`src/rtl/cpu_run_ctrl.sv`:
```
// Run/step/halt sequencer for the single-cycle MIPS core.
// Gates commit (cpu_en) and selects the reset vector while idle.
module cpu_run_ctrl #(
    parameter int               CNT_W      = 32,
    parameter logic [31:0]      HALT_INST  = 32'h0000000C,
    parameter logic [CNT_W-1:0] MAX_CYCLES = '0
) (
    input  logic             clk,
    input  logic             rst_n,
    input  logic             start,
    input  logic             step,
    input  logic             stop,
    input  logic             clear,
    input  logic             bp_en,
    input  logic [31:0]      bp_addr,
    input  logic [31:0]      cur_pc,
    input  logic [31:0]      inst,
    output logic             init_pc,
    output logic             cpu_en,
    output logic [1:0]       state,
    output logic [1:0]       halt_cause,
    output logic [CNT_W-1:0] cycle_count,
    output logic [CNT_W-1:0] retired_count
);

    localparam logic [2:0] S_IDLE  = 3'd0;
    localparam logic [2:0] S_RUN   = 3'd1;
    localparam logic [2:0] S_PAUSE = 3'd2;
    localparam logic [2:0] S_HALT  = 3'd3;
    localparam logic [2:0] S_STEP  = 3'd4;

    localparam logic [1:0] C_NONE = 2'b00;
    localparam logic [1:0] C_HALT = 2'b01;
    localparam logic [1:0] C_BP   = 2'b10;
    localparam logic [1:0] C_WD   = 2'b11;

    logic [2:0] cur_st;
    logic [2:0] nxt_st;
    logic [1:0] cause_d;
    logic       bp_skip;
    logic       skip_d;
    logic       in_exec;
    logic       halt_hit;
    logic       bp_hit;
    logic       wd_hit;

    assign in_exec  = (cur_st == S_RUN) || (cur_st == S_STEP);
    assign halt_hit = (inst == HALT_INST);
    assign bp_hit   = bp_en && (cur_pc == bp_addr) && !bp_skip;
    assign wd_hit   = (MAX_CYCLES != '0) && (cycle_count == MAX_CYCLES);

    // Any abort condition this cycle suppresses the commit.
    assign cpu_en = in_exec && !clear && !stop
                    && !halt_hit && !bp_hit && !wd_hit;

    assign init_pc = (cur_st == S_IDLE);

    always_comb begin
        state = cur_st[1:0];
        if (cur_st == S_STEP) begin
            state = 2'b01;
        end
    end

    always_comb begin
        nxt_st  = cur_st;
        cause_d = halt_cause;
        skip_d  = bp_skip;
        if (clear) begin
            nxt_st  = S_IDLE;
            cause_d = C_NONE;
            skip_d  = 1'b0;
        end else begin
            unique case (cur_st)
                S_IDLE: begin
                    if (start) begin
                        nxt_st  = S_RUN;
                        cause_d = C_NONE;
                    end else if (step) begin
                        nxt_st  = S_STEP;
                        cause_d = C_NONE;
                    end
                end
                S_RUN, S_STEP: begin
                    skip_d = 1'b0;
                    if (stop) begin
                        nxt_st  = S_PAUSE;
                        cause_d = C_NONE;
                    end else if (halt_hit) begin
                        nxt_st  = S_HALT;
                        cause_d = C_HALT;
                    end else if (bp_hit) begin
                        nxt_st  = S_PAUSE;
                        cause_d = C_BP;
                    end else if (wd_hit) begin
                        nxt_st  = S_HALT;
                        cause_d = C_WD;
                    end else if (cur_st == S_STEP) begin
                        nxt_st  = S_PAUSE;
                        cause_d = C_NONE;
                    end
                end
                S_PAUSE: begin
                    // Resuming must step over the breakpoint we stopped on.
                    if (start) begin
                        nxt_st  = S_RUN;
                        cause_d = C_NONE;
                        skip_d  = 1'b1;
                    end else if (step) begin
                        nxt_st  = S_STEP;
                        cause_d = C_NONE;
                        skip_d  = 1'b1;
                    end
                end
                S_HALT: begin
                    nxt_st = S_HALT;
                end
                default: begin
                    nxt_st  = S_IDLE;
                    cause_d = C_NONE;
                    skip_d  = 1'b0;
                end
            endcase
        end
    end

    always_ff @(posedge clk or negedge rst_n) begin
        if (!rst_n) begin
            cur_st     <= S_IDLE;
            halt_cause <= C_NONE;
            bp_skip    <= 1'b0;
        end else begin
            cur_st     <= nxt_st;
            halt_cause <= cause_d;
            bp_skip    <= skip_d;
        end
    end

    always_ff @(posedge clk or negedge rst_n) begin
        if (!rst_n) begin
            cycle_count   <= '0;
            retired_count <= '0;
        end else if (clear) begin
            cycle_count   <= '0;
            retired_count <= '0;
        end else begin
            if (in_exec && (cycle_count != '1)) begin
                cycle_count <= cycle_count + 1'b1;
            end
            if (cpu_en && (retired_count != '1)) begin
                retired_count <= retired_count + 1'b1;
            end
        end
    end

endmodule

```
`config.mk`:
```
export PLATFORM = sky130hd
export DESIGN_NAME = cpu_run_ctrl
export DESIGN_NICKNAME = d
export VERILOG_FILES = /design/src/rtl/cpu_run_ctrl.sv
export SDC_FILE = /design/constraint.sdc
export NUM_CORES = 1
export LEC_CHECK = 0
export BUFFER_PORTS_ARGS = -buffer_cell sky130_fd_sc_hd__buf_2
export CAP_MARGIN = 20
export CORE_UTILIZATION = 35
export DETAILED_ROUTE_END_ITERATION = 16
export HOLD_SLACK_MARGIN = 0.08
export PLACE_DENSITY_LB_ADDON = 0.3
export REMOVE_ABC_BUFFERS = 1
export SYNTH_ARGS = -nofsm -noshare
export SYNTH_HDL_FRONTEND = slang
export SYNTH_SLANG_ARGS = --single-unit
```
`constraint.sdc`:
```
create_clock -name clk -period 2.6 [get_ports clk]
set_input_delay 0.52 -clock clk [delete_from_list [all_inputs] [get_ports clk]]
set_output_delay 0.52 -clock clk [all_outputs]
set_load 0.01 [all_outputs]
```
==> results.cfg, run 1 <==
[sta]
fin_crit_sh = 0.9320
fmax_mhz = 412.7
setup_violations = 0
fin_skew_ns = 0.007548
tightestPinTransition_ns = 0.6898
final_max_slew_viol_count = 0
setup_tns_ns = 0
period_minus_slack_ns = 2.423
rsz0062_at_grt = no
hold_viol = 0
slew_headroom = 0.5402

[global_route]
antenna_found_initial = 1
grt_util_all_layers = 0.2010
grt_pass1_wl_um = 20400
gr-total-overflow = 0
grt_max_degree = 46
grt_pass1_vias = 4202

[logic_synthesis]
synth-seq-cells = 70
synth-edff-count = 0
synth_fa_ha_area_frac = 0.005754
muxShareOfSynthArea = 0.03510
synth-async-reset-ratio = 1.000
synth-simple-area-share = 0.3044
netlist_area_um2 = 4349
avgSynthCellArea_um2 = 8.822
yosysWarnings = 0
synth_top_family_by_area = simple AND/OR/NAND/NOR gates
synth_compound_area_frac = 0.1024
synth_xor_area_frac = 0.1128
ys_seq_area_frac = 0.4028
synth_ff_type = dfrtp_1
ys_types = 50
postSynthCellCount = 493

[worst_setup_path]
crit_arrival_ns = 2.67
critPathTopFamily = simple AND/OR/NAND/NOR gates
crit_fanout = 6
worst-path-buf-inv = 0
crit_path_cell_trace = nand4_2 > or4_4 > nor3_4 > or3b_1 > or4_1 > a21oi_1
slowest_delay_ns = 0.59
start_kind = register
crit_required_ns = 2.85
worstSetupPathType = register to register
cpMaxStageDelayCell = or4_4
endpoint_kind = register

[cts]
clkSinkCount = 70
cts_max_level = 3
numCtsBuffers = 9
ctsRootBufferMaster = clkbuf_16
cts_tree = yes
clk_latency_ns = 0.33
clkTransAtPathRegs_ns = 0.06
cts.path.max_buffers = 2

[route]
firstDrtPassIters = 4
avgRoutedWirePerCell_um = 15.33
vias = 4497
via_per_inst = 5.291
ant_nets = 0
drt-initial-drc-count = 255
routed_wl_um = 13030
remaining_drc_errors = 0

[floorplanning]
io_pins = 173
core_area_um2 = 12060
row_count = 40
die_area_um2 = 12880
die_h_um = 113.5
start_util = 0.3606
fp.dieW_um = 113.5

[pwr]
power_mw = 2.605
p_leak_nw = 2.789
p_per_area_nw_per_um2 = 444.1
peakVddDrop_mv = 0.2152

[cells_and_area]
final_cell_mix = buf_2, dfrtp_1, nor2_1
stdcell_area_um2 = 5867
area_delta_synth_final_pct = 34.90
fillers = 1189
mostFrequentLayoutCell = buf_2
utilization = 0.4864
final_layout_size_suffix_gt1_frac = 0.3421
nets = 783

[worst_hold_path]
hold_path_class = primary input to async pin

[place]
io_buffers = 172
hpwl_um = 9826
placed_area_um2 = 5562
gp_congestion = 0.8349

[job]
drv_cap = 0

[outcome]
outcome = completed
[worst register-to-register path, delay by kind of cell (launching register included)]
family,cells,cell delay [ns]
compound gates,1,0.15
flops,1,0.44
simple gates,5,1.75
[registers in the layout, indices dropped and copies added (netlist names)]
signal         flops
cycle_count       32
halt_cause         2
bp_skip            1
retired_count     32
cur_st             3
[power by group]
part / internal, mW / switching (mW)
registers: 1.10 / 0.0119
clock network: 0.765 / 0.431
logic: 0.132 / 0.164
total: 2.00 / 0.607
[final timing paths]
kind                                endpoint  cells past startpoint  slack (ns)             start
min in group clk                   cur_st[2]                      2        0.40             start
max reg2reg                retired_count[31]                      6        0.18  retired_count[7]
min                          cycle_count[12]                      1        0.24             rst_n
max in group asynchronous  retired_count[23]                      2        1.68             rst_n
max                        retired_count[31]                      6        0.18  retired_count[7]
min reg2reg                 retired_count[3]                      1        0.52  retired_count[3]
[logic make-up (layout without fill, tap and decap cells)]
| group | count (synthesis) | count (layout) |
|---|---|---|
| AOI/OAI and AO/OA | 65 | 65 |
| xor gates and xnor gates | 56 | 56 |
| adders and majority gates | 2 | 2 |
| buffers and inverters | 42 | 230 |
| DFF | 70 | 70 |
| muxes | 14 | 14 |
| other | 0 | 1 |
| and+or+nand+nor | 244 | 244 |
[layout make-up]
class / instances / area, um2 / area share
diodes: 1 / 2.502 / 0.0004265
well taps: 168 / 210.2 / 0.03583
flip-flops and latches: 70 / 1752 / 0.2986
inverters: 16 / 60.06 / 0.01024
clock buffers: 14 / 294.0 / 0.05012
repair buffers: 200 / 1096 / 0.1868
multi-input cells: 381 / 2452 / 0.4180
[cell usage after synthesis (2+ instances only)]
| cell | instances | area (um2) |
|---|---|---|
| a21oi_1 | 18 | 90.09 |
| and2_1 | 2 | 12.51 |
| and3_1 | 11 | 68.82 |
| and4_1 | 5 | 43.79 |
| buf_2 | 2 | 10.01 |
| clkbuf_1 | 23 | 86.33 |
| dfrtp_1 | 70 | 1752 |
| ha_1 | 2 | 25.02 |
| inv_1 | 16 | 60.06 |
| mux2_2 | 10 | 112.6 |
| mux2i_1 | 4 | 40.04 |
| nand2_1 | 34 | 127.6 |
| nand2b_1 | 3 | 18.77 |
| nand3_1 | 31 | 155.2 |
| nand4_1 | 24 | 150.1 |
| nand4b_1 | 2 | 17.52 |
| nor2_1 | 54 | 202.7 |
| nor2b_1 | 8 | 50.05 |
| nor3_1 | 17 | 85.08 |
| nor4_1 | 22 | 137.6 |
| nor4b_1 | 4 | 35.03 |
| o211ai_1 | 2 | 15.01 |
| o21a_1 | 2 | 15.01 |
| o21ai_0 | 11 | 55.05 |
| o311ai_0 | 6 | 52.55 |
| o31a_1 | 2 | 17.52 |
| o31ai_1 | 11 | 82.58 |
| o41ai_1 | 6 | 52.55 |
| or2_2 | 2 | 12.51 |
| or3_1 | 5 | 31.28 |
| or4_1 | 11 | 82.58 |
| xnor2_1 | 7 | 61.31 |
| xor2_1 | 49 | 429.2 |
[metal layers]
layer / vias to the layer above / GRT usage / wire (um)
li1: 2182 / - / -
met1: 2141 / 0.2440 / 5448
met2: 159 / 0.3581 / 6639
met3: 15 / 0.03507 / 748
met4: 0 / 0.06930 / 194
met5: - / 0 / 0
[per-stage QoR]
stage	cells	hold slack [ns]	setup WS, ns
after floorplan	467	0.2244	-2.922
after global placement	835	0.5127	0.05989
after detailed placement	835	0.5212	-0.007988
after CTS	849	0.2533	0.05372
after global routing	850	0.2869	0.001364
final	850	0.2386	0.1769
[timing repair]
action                     4_1_cts  5_1_grt
gates resized for setup          0        2
hold endpoints to repair         0        0
buffers inserted                 0        0
setup endpoints to repair        0        1
hold buffers                     0        0
(Power assumes the default switching activity.)
==> run 2, diff against run 1 <==
--- a/config.mk
+++ b/config.mk
@@ -5,6 +5,7 @@
 export SDC_FILE = /design/constraint.sdc
 export NUM_CORES = 1
 export LEC_CHECK = 0
+export ABC_AREA = 1
 export BUFFER_PORTS_ARGS = -buffer_cell sky130_fd_sc_hd__buf_2
 export CAP_MARGIN = 20
 export CORE_UTILIZATION = 35
@@ -12,6 +13,7 @@
 export HOLD_SLACK_MARGIN = 0.08
 export PLACE_DENSITY_LB_ADDON = 0.3
 export REMOVE_ABC_BUFFERS = 1
+export SLEW_MARGIN = 5
 export SYNTH_ARGS = -nofsm -noshare
 export SYNTH_HDL_FRONTEND = slang
 export SYNTH_SLANG_ARGS = --single-unit
==> results.cfg, run 2 <==
[worst_setup_path]
worstSetupPathType = register to output pin
crit_fanout = 7
endpoint_kind = output pin
cpMaxStageDelayCell = dfrtp_1
worst-path-buf-inv = 3
r2r-start = cycle_count[1]
crit_arrival_ns = 1.91
crit_path_cell_trace = inv_1 > nand2_1 > o21ai_0 > inv_1 > nor2_2 > and2_2 > buf_2
crit_required_ns = 2.08
critPathTopFamily = simple AND/OR/NAND/NOR gates
reg2reg_slack_ns = 0.34
cpMostUsedCell = inv_1
r2r_end = cycle_count[22]
slowest_delay_ns = 0.41
start_kind = register
rr_worst_depth = 11

[cells_and_area]
mostFrequentLayoutCell = nand2_1
nets = 1118
final_layout_size_suffix_gt1_frac = 0.2141
fillers = 1577
largestRegisters = cycle_count x32, retired_count x32, cur_st x3
area_delta_synth_final_pct = 25.84
final_cell_mix = nand2_1, buf_2, nor2_1

[logic_synthesis]
synth_top_area_cell = dfrtp_1
synth-simple-area-share = 0.4375
muxShareOfSynthArea = 0
synth-edff-count = 0
synth_top_area_frac = 0.3298
synth_compound_area_frac = 0.05489
synth_ff_type = dfrtp_1
synth_top_cells_by_area = dfrtp_1, nand2_1, nor2_1
synth_top_family_by_area = simple AND/OR/NAND/NOR gates
ys_seq_area_frac = 0.3298
postSynthCellCount = 838
netlist_area_um2 = 5311
yosysWarnings = 0
synth-seq-cells = 70
synth_fa_ha_area_frac = 0.004711
avgSynthCellArea_um2 = 6.338
yosys-top-cells-count = nand2_1, nor2_1, inv_1
synth_xor_area_frac = 0.07585
synth-async-reset-ratio = 1.000
ys_types = 34
yosysMostFrequentCell = nand2_1

[worst_hold_path]
holdPathEnd = cur_st[2]
hold_start = start
hold_path_class = primary input to register
min_delay_path_depth = 4

[route]
firstDrtPassIters = 8
remaining_drc_errors = 0
drt-initial-drc-count = 361
ant_nets = 0
avgRoutedWirePerCell_um = 13.51
vias = 5793
via_per_inst = 4.815
routed_wl_um = 16260

[job]
drv_cap = 0

[cts]
cts_max_level = 3
cts.path.max_buffers = 2
cts_tree = yes
clkTransAtPathRegs_ns = 0.06
numCtsBuffers = 9
clkSinkCount = 70
ctsRootBufferMaster = clkbuf_16
clk_latency_ns = 0.34
post-cts-setup-buffers = 0

[pwr]
p_per_area_nw_per_um2 = 408.6
power_mw = 2.731
p_leak_nw = 3.466
peakVddDrop_mv = 0.3067

[sta]
setup_tns_ns = 0
rsz0062_at_grt = no
fin_skew_ns = 0.009133
fmax_mhz = 411.0
fin_crit_sh = 0.9359
tightestPinTransition_ns = 0.5200
period_minus_slack_ns = 2.433
slew_headroom = 0.6528
hold_viol = 0
setup_violations = 0
final_max_slew_viol_count = 0

[place]
io_buffers = 172
gp_congestion = 0.9682
hpwl_um = 12710

[global_route]
antenna_found_initial = 1
grt_pass1_vias = 5517
grt_max_degree = 35
gr-total-overflow = 0
grt_pass1_wl_um = 27070
grt_util_all_layers = 0.2157

[floorplanning]
row_count = 44
core_area_um2 = 14640
start_util = 0.3627
fp.dieW_um = 125.2
die_area_um2 = 15670
io_pins = 173
die_h_um = 125.2

[outcome]
outcome = completed
run 2: metrics by stage:
stage               instances  hold slack, ns  instance area [um2]  utilization  worst slack, ns
detailed placement       1185          0.4301                 6400       0.4370           0.2736
global route             1202          0.4708                 6681       0.4563          0.02116
floorplan                 815          0.2244                 5189            -           0.4010
finish                   1203          0.4486                 6684       0.4564           0.1667
CTS                      1202          0.4431                 6679       0.4561          0.08168
global placement         1185          0.4252                 6400       0.4370           0.2885
run 2: layout make-up:
| cell class | instances | area, um2 | share of cell area |
|---|---|---|---|
| Timing Repair Buffer | 187 | 991.0 | 0.1483 |
| Clock inverter | 6 | 38.79 | 0.005803 |
| Inverter | 105 | 394.1 | 0.05897 |
| Antenna cell | 1 | 2.502 | 0.0003744 |
| Multi-Input combinational cell | 640 | 3047 | 0.4558 |
| Clock buffer | 10 | 229.0 | 0.03426 |
| Tap cell | 184 | 230.2 | 0.03444 |
| Sequential cell | 70 | 1752 | 0.2621 |
run 2: what timing repair did:
item / 4_1_cts / 5_1_grt
resized for setup: 1 / 1
hold buffers: 1 / 0
cloned: 0 / 0
endpoints found under the setup margin: 1 / 1
endpoints found under the hold margin: 19 / 0
run 2: power breakdown:
group	internal (mW)	switching, mW
Sequential	1.11	0.0199
Combinational	0.172	0.298
Clock	0.642	0.490
run 2: worst register-to-register path, stage by stage (launching register included):
cell     delay (ns)
dfrtp_1        0.40
ha_1           0.25
nand3_1        0.21
inv_1          0.19
nand2_1        0.12
nor2_1         0.22
nand2_1        0.14
nand2_2        0.09
inv_2          0.05
nor2_4         0.08
inv_2          0.18
o21ai_0        0.25
run 2: per-layer routing:
metal  vias up  track usage  wire length (um)
met1      2608       0.2750              7293
met2       158       0.3717              7868
met4         0      0.05308               268
met3        24      0.04450               824
met5         -            0                 0
li1       3003            -                 -
run 2: worst max-delay path by stage:
| stage | slack, ns | endpoint | from | cells after the start |
|---|---|---|---|---|
| 2_1_floorplan | 0.40 | retired_count[0] | retired_count[0] | 10 |
| 3_3_place_gp | 0.29 | cpu_en | inst[7] | 9 |
| 3_5_place_dp | 0.27 | cpu_en | inst[1] | 9 |
| 4_1_cts | 0.08 | cpu_en | cur_st[0] | 7 |
| 5_1_grt | 0.02 | cpu_en | cur_st[0] | 7 |
| 6_report | 0.17 | cpu_en | cur_st[0] | 7 |
run 2: cell families (layout without fill, tap and decap cells):
kind of cell	after synthesis	after routing
xor+xnor	46	46
simple gates	537	537
compound gates	55	55
other cells	0	1
fa+ha+maj	2	2
buf+inv	128	308
flops	70	70
==> run 3, diff against run 2 <==
--- a/config.mk
+++ b/config.mk
@@ -8,7 +8,7 @@
 export ABC_AREA = 1
 export BUFFER_PORTS_ARGS = -buffer_cell sky130_fd_sc_hd__buf_2
 export CAP_MARGIN = 20
-export CORE_UTILIZATION = 35
+export CORE_UTILIZATION = 47
 export DETAILED_ROUTE_END_ITERATION = 16
 export HOLD_SLACK_MARGIN = 0.08
 export PLACE_DENSITY_LB_ADDON = 0.3
==> results.cfg, run 3 (synthesis results as in run 2) <==
[sta]
hold_viol = 0
setup_tns_ns = 0
period_minus_slack_ns = 2.432
fin_skew_ns = 0.003943
setup_violations = 0
fmax_mhz = 411.2
rsz0062_at_grt = no
fin_crit_sh = 0.9353
final_max_slew_viol_count = 0
tightestPinTransition_ns = 0.5543
slew_headroom = 0.6277

[global_route]
grt_pass1_wl_um = 25520
grt_util_all_layers = 0.2783
antenna_found_initial = 0
grt_pass1_vias = 5367
grt_max_degree = 71
gr-total-overflow = 0

[cts]
clkTransAtPathRegs_ns = 0.05
cts_resized = 0
cts.path.max_buffers = 2
holdBufCountCts = 0
cts_tree = yes
cts_max_level = 3
numCtsBuffers = 9
ctsRootBufferMaster = clkbuf_16
clk_latency_ns = 0.33
post-cts-setup-buffers = 0
clkSinkCount = 70

[route]
remaining_drc_errors = 0
avgRoutedWirePerCell_um = 13.39
drt-initial-drc-count = 447
routed_wl_um = 15420
ant_nets = 0
via_per_inst = 5.137
firstDrtPassIters = 5
vias = 5918

[cells_and_area]
area_delta_synth_final_pct = 24.03
stdcell_area_um2 = 6588
utilization = 0.6024
antenna_cells = 0
nets = 1113
mostFrequentLayoutCell = nand2_1
final_cell_mix = nand2_1, buf_2, nor2_1
final_layout_size_suffix_gt1_frac = 0.2085
largestRegisters = cycle_count x32, retired_count x32, cur_st x3
stdcell_count = 1152

[pwr]
peakVddDrop_mv = 0.4157
power_mw = 2.725
p_leak_nw = 3.447
p_per_area_nw_per_um2 = 413.6

[worst_setup_path]
crit_arrival_ns = 1.91
cpMaxStageDelayCell = dfrtp_1
worst-path-buf-inv = 3
r2r-start = retired_count[0]
reg2reg_slack_ns = 0.29
crit_path_cell_trace = inv_1 > nand2_1 > o21ai_0 > inv_1 > nor2_2 > and2_2 > buf_2
slowest_delay_ns = 0.40
cpMostUsedCell = inv_1
crit_fanout = 7
endpoint_kind = output pin
worstSetupPathType = register to output pin
rr_worst_depth = 10
critPathTopFamily = simple AND/OR/NAND/NOR gates
r2r_end = retired_count[12]
crit_required_ns = 2.08
start_kind = register

[place]
io_buffers = 172
dp.cells = 1137
gp_congestion = 0.9434
placed_area_um2 = 6315
hpwl_um = 11790

[floorplanning]
fp.dieW_um = 108.3
io_pins = 173
core_area_um2 = 10940
die_h_um = 108.3
row_count = 38
die_area_um2 = 11730
start_util = 0.4857

[worst_hold_path]
hold_path_class = primary input to async pin

[outcome]
outcome = completed

[job]
drv_cap = 0
[run 3: how the worst max path moves through the flow]
stage                     startpoint                to  cells past startpoint
global placement         bp_addr[20]            cpu_en                      9
floorplan           retired_count[0]  retired_count[0]                     10
CTS                        cur_st[0]            cpu_en                      7
finish                     cur_st[0]            cpu_en                      7
global route               cur_st[0]            cpu_en                      7
detailed placement          inst[31]            cpu_en                      9
[run 3: per-layer routing]
| layer | wire length [um] | track usage | share of wire | vias to the layer above |
|---|---|---|---|---|
| met5 | 0 | 0 | 0 | - |
| met4 | 263 | 0.08880 | 0.017 | 0 |
| met3 | 892 | 0.06510 | 0.058 | 26 |
| met2 | 7434 | 0.4627 | 0.48 | 197 |
| met1 | 6833 | 0.3565 | 0.44 | 2695 |
| li1 | - | - | - | 3000 |
[run 3: metrics by stage]
step                      setup slack, ns  hold WS, ns
final                              0.1683       0.1858
after detailed placement           0.2863       0.4578
after global routing              0.01298       0.2077
after CTS                        0.009570       0.1972
after global placement             0.2911       0.4531
after floorplan                    0.4010       0.2244
[run 3: power breakdown]
group	leakage, nW	internal (mW)	switching (mW)
logic	2.34	0.170	0.296
registers	0.973	1.11	0.0216
clock network	0.133	0.691	0.436
[run 3: worst reg2reg max path: stages, from the launching register on]
cell	delay (ns)
dfrtp_1	0.46
ha_1	0.21
nand2_1	0.11
nor3_4	0.22
nand3_2	0.17
nor2_4	0.19
nand4_4	0.16
nand3_4	0.24
buf_4	0.30
nand3_1	0.10
nand2_1	0.09
[run 3: layout make-up]
class                      instances  area [um2]
fill                            1110        4348
multi-input combinational        640        3047
sequential                        70        1752
timing repair buffer             182       950.9
inverter                         105       394.1
clock buffer                      14       264.0
tap                              140       175.2
clock inverter                     1       5.005
